<file path="src/rtl/dvp_tx_gen.sv">
`timescale 1ns/1ps
// -----------------------------------------------------------------------------
// dvp_tx_gen
//   Camera-side DVP transmitter. It turns a valid/ready byte stream into
//   PCLK/VSYNC/HSYNC/HREF/D with fixed, parameterised frame timing. It is used
//   as an on-chip camera emulator for loopback tests and for driving
//   DVP-input peripherals.
//
//   Frame layout, in PCLK periods:
//     VS (vsync=1, VS_PULSE) -> VBP (VS_BP)
//     -> IMG_H x [ HS (hsync=1, HS_PULSE) -> HBP (H_BP) -> ACT (href=1, IMG_W) -> HFP (H_FP) ]
//     -> VFP (V_FP) -> frame_done_o pulse, then the next frame or IDLE
//
// Ports
//   clk          in   system clock
//   rst          in   asynchronous, active-high reset
//   tx_start_i   in   level: keep generating frames while high (sampled at frame end)
//   pxl_i        in   byte to transmit
//   pxl_vld_i    in   pxl_i valid
//   pxl_rdy_o    out  byte accepted this cycle when pxl_vld_i & pxl_rdy_o
//   dvp_pclk_o   out  pixel clock, registered, 50% duty
//   dvp_d_o      out  pixel data
//   dvp_href_o   out  line active
//   dvp_vsync_o  out  frame sync, active high
//   dvp_hsync_o  out  line sync, active high
//   frame_done_o out  one-cycle pulse at the end of the vertical front porch
//   underrun_o   out  one-cycle pulse: an active byte was launched with pxl_vld_i low
// -----------------------------------------------------------------------------
module dvp_tx_gen #(
  parameter int DVP_DATA_W = 8,
  parameter int IMG_W      = 640,
  parameter int IMG_H      = 480,
  parameter int PCLK_HALF  = 2,
  parameter int VS_PULSE   = 4,
  parameter int VS_BP      = 8,
  parameter int HS_PULSE   = 4,
  parameter int H_BP       = 2,
  parameter int H_FP       = 2,
  parameter int V_FP       = 4
) (
  input  logic                  clk,
  input  logic                  rst,
  input  logic                  tx_start_i,
  input  logic [DVP_DATA_W-1:0] pxl_i,
  input  logic                  pxl_vld_i,
  output logic                  pxl_rdy_o,
  output logic                  dvp_pclk_o,
  output logic [DVP_DATA_W-1:0] dvp_d_o,
  output logic                  dvp_href_o,
  output logic                  dvp_vsync_o,
  output logic                  dvp_hsync_o,
  output logic                  frame_done_o,
  output logic                  underrun_o
);

  function automatic int max2(input int a, input int b);
    return (a > b) ? a : b;
  endfunction

  localparam int DIV_W  = $clog2(max2(PCLK_HALF, 2));
  localparam int COL_W  = $clog2(max2(IMG_W, 2));
  localparam int LINE_W = $clog2(max2(IMG_H, 2));
  // One phase counter serves every timed state, so size it for the longest.
  localparam int PH_MAX = max2(max2(max2(VS_PULSE, VS_BP), max2(HS_PULSE, H_BP)),
                               max2(max2(H_FP, V_FP), 2));
  localparam int PH_W   = $clog2(PH_MAX);

  localparam logic [DIV_W-1:0]  DIV_LAST  = DIV_W'(PCLK_HALF - 1);
  localparam logic [COL_W-1:0]  COL_LAST  = COL_W'(IMG_W - 1);
  localparam logic [LINE_W-1:0] LINE_LAST = LINE_W'(IMG_H - 1);
  localparam logic [PH_W-1:0]   VS_LAST   = PH_W'(VS_PULSE - 1);
  localparam logic [PH_W-1:0]   VBP_LAST  = PH_W'(VS_BP - 1);
  localparam logic [PH_W-1:0]   HS_LAST   = PH_W'(HS_PULSE - 1);
  localparam logic [PH_W-1:0]   HBP_LAST  = PH_W'(H_BP - 1);
  localparam logic [PH_W-1:0]   HFP_LAST  = PH_W'(H_FP - 1);
  localparam logic [PH_W-1:0]   VFP_LAST  = PH_W'(V_FP - 1);

  // S_PRE lets the divider run for one PCLK period before the first VS period
  // is driven, so the frame starts on a clean falling edge of PCLK.
  typedef enum logic [3:0] {
    S_IDLE, S_PRE, S_VS, S_VBP, S_HS, S_HBP, S_ACT, S_HFP, S_VFP
  } state_t;

  state_t                  state_q, state_d;
  logic [DIV_W-1:0]        div_q, div_d;
  logic                    pclk_q, pclk_d;
  logic [PH_W-1:0]         phase_q, phase_d;
  logic [COL_W-1:0]        col_q, col_d;
  logic [LINE_W-1:0]       line_q, line_d;
  logic [DVP_DATA_W-1:0]   data_q, data_d;
  logic                    href_q, href_d;
  logic                    vsync_q, vsync_d;
  logic                    hsync_q, hsync_d;
  logic                    done_q, done_d;
  logic                    urun_q, urun_d;

  logic                    fall_tick;
  logic [PH_W-1:0]         phase_lim;
  logic                    phase_end;

  // Last phase value of the state currently being driven.
  always_comb begin
    phase_lim = '0;
    case (state_q)
      S_VS:    phase_lim = VS_LAST;
      S_VBP:   phase_lim = VBP_LAST;
      S_HS:    phase_lim = HS_LAST;
      S_HBP:   phase_lim = HBP_LAST;
      S_HFP:   phase_lim = HFP_LAST;
      S_VFP:   phase_lim = VFP_LAST;
      default: phase_lim = '0;
    endcase
  end

  assign phase_end = (phase_q == phase_lim);

  always_comb begin
    state_d   = state_q;
    div_d     = div_q;
    pclk_d    = pclk_q;
    phase_d   = phase_q;
    col_d     = col_q;
    line_d    = line_q;
    data_d    = data_q;
    href_d    = href_q;
    vsync_d   = vsync_q;
    hsync_d   = hsync_q;
    done_d    = 1'b0;
    urun_d    = 1'b0;
    fall_tick = 1'b0;
    pxl_rdy_o = 1'b0;

    // PCLK divider: parked at 0 in IDLE, free-running otherwise.
    if (state_q == S_IDLE) begin
      div_d  = '0;
      pclk_d = 1'b0;
      if (tx_start_i) begin
        state_d = S_PRE;
      end
    end else begin
      if (div_q == DIV_LAST) begin
        div_d     = '0;
        pclk_d    = ~pclk_q;
        fall_tick = pclk_q;
      end else begin
        div_d = div_q + 1'b1;
      end
    end

    // Everything visible on the DVP side moves only when PCLK falls, so it is
    // stable around the following PCLK rising edge where the receiver samples.
    if (fall_tick) begin
      case (state_q)
        S_PRE: state_d = S_VS;
        S_VS:  if (phase_end) state_d = S_VBP;
        S_VBP: if (phase_end) state_d = S_HS;
        S_HS:  if (phase_end) state_d = S_HBP;
        S_HBP: begin
          if (phase_end) begin
            state_d = S_ACT;
            col_d   = '0;
          end
        end
        S_ACT: begin
          if (col_q == COL_LAST) begin
            state_d = S_HFP;
            col_d   = '0;
          end else begin
            col_d = col_q + 1'b1;
          end
        end
        S_HFP: begin
          if (phase_end) begin
            if (line_q == LINE_LAST) begin
              state_d = S_VFP;
              line_d  = '0;
            end else begin
              state_d = S_HS;
              line_d  = line_q + 1'b1;
            end
          end
        end
        S_VFP: begin
          if (phase_end) begin
            done_d  = 1'b1;
            // tx_start_i is only looked at here, so a frame always completes.
            state_d = tx_start_i ? S_VS : S_IDLE;
          end
        end
        default: state_d = S_IDLE;
      endcase

      // Phase restarts on every state change; ACT is timed by the column count.
      if (state_d != state_q) begin
        phase_d = '0;
      end else if (state_q != S_ACT) begin
        phase_d = phase_q + 1'b1;
      end

      // Register the outputs of the period that starts now.
      vsync_d = (state_d == S_VS);
      hsync_d = (state_d == S_HS);
      href_d  = (state_d == S_ACT);
      data_d  = '0;
      if (state_d == S_ACT) begin
        // HREF never stalls: a missing byte goes out as zero and is flagged.
        pxl_rdy_o = 1'b1;
        if (pxl_vld_i) begin
          data_d = pxl_i;
        end else begin
          urun_d = 1'b1;
        end
      end
    end
  end

  always_ff @(posedge clk or posedge rst) begin
    if (rst) begin
      state_q <= S_IDLE;
      div_q   <= '0;
      pclk_q  <= 1'b0;
      phase_q <= '0;
      col_q   <= '0;
      line_q  <= '0;
      data_q  <= '0;
      href_q  <= 1'b0;
      vsync_q <= 1'b0;
      hsync_q <= 1'b0;
      done_q  <= 1'b0;
      urun_q  <= 1'b0;
    end else begin
      state_q <= state_d;
      div_q   <= div_d;
      pclk_q  <= pclk_d;
      phase_q <= phase_d;
      col_q   <= col_d;
      line_q  <= line_d;
      data_q  <= data_d;
      href_q  <= href_d;
      vsync_q <= vsync_d;
      hsync_q <= hsync_d;
      done_q  <= done_d;
      urun_q  <= urun_d;
    end
  end

  assign dvp_pclk_o   = pclk_q;
  assign dvp_d_o      = data_q;
  assign dvp_href_o   = href_q;
  assign dvp_vsync_o  = vsync_q;
  assign dvp_hsync_o  = hsync_q;
  assign frame_done_o = done_q;
  assign underrun_o   = urun_q;

endmodule

</file>
<file path="config.mk">
export PLATFORM = sky130hd
export DESIGN_NAME = dvp_tx_gen
export DESIGN_NICKNAME = d
export VERILOG_FILES = /design/src/rtl/dvp_tx_gen.sv
export SDC_FILE = /design/constraint.sdc
export NUM_CORES = 1
export LEC_CHECK = 0
export BUFFER_PORTS_ARGS = -buffer_cell sky130_fd_sc_hd__buf_2
export CAP_MARGIN = 10
export CELL_PAD_IN_SITES_DETAIL_PLACEMENT = 0
export CELL_PAD_IN_SITES_GLOBAL_PLACEMENT = 2
export CORE_AREA = 2 2 84 86
export DETAILED_ROUTE_END_ITERATION = 10
export DIE_AREA = 0 0 86 88
export PLACE_DENSITY_LB_ADDON = 0.1
export SYNTH_ARGS = -nofsm -noshare
export SYNTH_HDL_FRONTEND = slang
export SYNTH_SLANG_ARGS = --single-unit
export TNS_END_PERCENT = 50
</file>
<file path="constraint.sdc">
create_clock -name clk -period 4 [get_ports clk]
set_input_delay 0.2 -clock clk [delete_from_list [all_inputs] [get_ports clk]]
set_output_delay 0.2 -clock clk [all_outputs]
set_load 0.01 [all_outputs]
</file>
==> metrics.cfg <==
[floorplanning]
row_count=30
io_pins=27
start_util_pct=37.76
core_area_um2=6644
dieHeight_um=88
die_x_um=86
die_area_um2=7568

[cts]
cts_made_buffers=5
clock-sinks=41
clk_path_buf_depth=2
ctsHoldBuffers=0
clock_latency_ps=300
cts_resized=0
cts_setup_buffers=0
cts_tree=built
clk_pin_slew_ps=90
root_buffer=clkbuf_8
h-tree-depth=2

[logic_synthesis]
ys_seq_area_share_pct=40.90
synth-async-reset-ratio_pct=100.0
yosysMostFrequentCell=dfrtp_1
yosys.area.top_type_share_pct=40.90
syn-num-nets=287
yosysWarnings=0
synth-edff-count=0
ys_types=61
synthFlopType=dfrtp_1
yosys-top-cells-area=dfrtp_1, o41ai_2, nand2_1
synth_common_cells=dfrtp_1, nand2_1, nor2_1
ys_ff_latch=41
synth_area_um2=2509
avgSynthCellArea_um2=9.223
synthCells=272
synth_top_cell_by_area=dfrtp_1

[finish]
final_area_um2=2768
nNetsFinal=307
syn_to_final_growth_pct=10.32
diodes=0
final_cell_count_no_fill=372
drive_above_1_share_pct=19.86

[timing]
max_freq_mhz=316.5
timing.final.crit_period_ps=3159
setup-violations-final=0
finalSetupTns_ps=0
hold_ws_ps=18.11
rsz0062_at_grt=no
worst_slew_margin_rel_pct=31.37
final_hold_viol_count=0
finClkSkew_ps=7.083
finalCritPeriodShare_pct=78.99
worst_pin_slew_ps=1025
slew_viol_final=0
finalWorstSetupSlack_ps=840.6

[worst_setup_path]
critPathCaptureType=output pin
reg2reg_from=state_q[1]$_DFF_PP0_
cp_max_fo=21
crit_type=reg2out
startpoint=state_q[1]$_DFF_PP0_
cp.arrival_ps=2960
crit_required_ps=3800
startpoint_type=flip-flop

[route]
dr.first_iter.drc_count=114
drt_pass1_iterations=4
final_antenna_net_count=0
routed_wl_um=5896
drt-vias-per-instance=5.648
wire_per_inst_um=15.85
vias=2101
drc=0

[global_routing]
track_usage_pct=16.87
grt_pass1_vias=2014
antenna_found_initial=0
grt_max_degree=42
overflow=0
grt_pass1_wl_um=10120

[placed_design]
pre_cts_slack_ps=1125
portBuffers=26
dp_cells=365
globalplace.congestion=0.7723
detailed_place_hpwl_um=4044
placed_area_um2=2678

[run_status]
status=completed

[power_and_ir_drop]
powerDensity_nw_per_um2=261.0
p_leak_uw=0.001238
vdd_drop_max_mv=0.1016

[hold_path]
hp-class=in2async

[job]
max_cap_violations=0

[path summary, 6_finish.rpt]
kind	depth (start not counted)	slack [ps]	endpoint
setup reg to reg	6	1100	line_q[7]$_DFFE_PP0P_
hold reg to reg	2	480	dvp_d_o[5]$_DFFE_PP0P_
min in group clk	2	90	underrun_o$_DFF_PP0_
hold / removal	3	20	line_q[2]$_DFFE_PP0P_
setup / recovery	7	840	pxl_rdy_o
max in group asynchronous	3	3600	col_q[7]$_DFFE_PP0P_
[flip-flops by register name, indices dropped and copies added, names as in the netlist, 3 cells and up]
| signal | flops |
|---|---|
| dvp_d_o | 8 |
| line_q | 9 |
| phase_q | 3 |
| col_q | 10 |
| state_q | 4 |
[per-stage QoR]
step,power [uW],utilization (%)
after CTS,733.7,41.66
after floorplan,430.6,-
after detailed placement,440.4,40.30
final,722.2,41.66
after global placement,440.3,40.30
after global routing,747.2,41.66
[critical path: stages, from the launching register on]
cell and delay, ps:
dfrtp_1 790, nor2_1 130, a221o_1 330, o22ai_2 470
a21boi_1 150, o311a_4 430, nor3_1 200, buf_2 160
[cell families (layout without fill, tap and decap cells)]
family	count (synthesis)	count (layout)	synth area share [%]
AO/OA/AOI/OAI	77	77	25.54
XOR/XNOR	4	4	1.397
buffers and inverters	31	51	5.585
adder cells (fa/ha/maj)	3	3	1.496
AND/OR/NAND/NOR	115	115	24.64
flip-flops	41	41	40.90
multiplexers	1	1	0.4488
[power breakdown]
| part | total (uW) | switching (uW) | internal (uW) |
|---|---|---|---|
| combinational | 17.0 | 11.9 | 5.07 |
| clock | 291 | 154 | 137 |
| sequential | 414 | 0 | 414 |
[area by class of cell]
| type | instances | area, um2 |
|---|---|---|
| fill | 668 | 3876 |
| multi-input combinational | 200 | 1343 |
| sequential | 41 | 1026 |
| timing repair buffer | 29 | 152.6 |
| tap | 80 | 100.1 |
| clock buffer | 6 | 82.58 |
| inverter | 15 | 56.30 |
| clock inverter | 1 | 7.507 |
[per-layer routing]
layer / GRT usage (%) / up-vias / part of all wire [%]
met5: 0 / - / 0
met4: 4.329 / 0 / 1.0
met3: 3.864 / 6 / 3.4
met2: 25.23 / 28 / 44
met1: 24.61 / 1020 / 52
li1: - / 1047 / -
[placed cells by master, fill, tap and decap left out, types with 2 or more instances in the layout]
cell / count
o41ai_1: 4
buf_4: 3
o41ai_2: 8
o21ai_0: 10
ha_1: 3
inv_1: 14
nand2b_1: 4
dfrtp_1: 41
nor3_1: 9
nand4_1: 5
nand3_1: 11
nor2_1: 27
clkbuf_8: 6
nand3b_2: 2
xor2_1: 3
a31oi_1: 3
nand3b_1: 2
nand2_1: 31
or4_1: 2
a21o_1: 3
buf_2: 26
and3_1: 3
o31ai_1: 12
or3_1: 2
o221ai_1: 2
nor2b_1: 4
o21ai_1: 12
o211ai_1: 2
a21oi_1: 4
a22oi_1: 2
No activity file was read; power rests on OpenSTA's default activity.
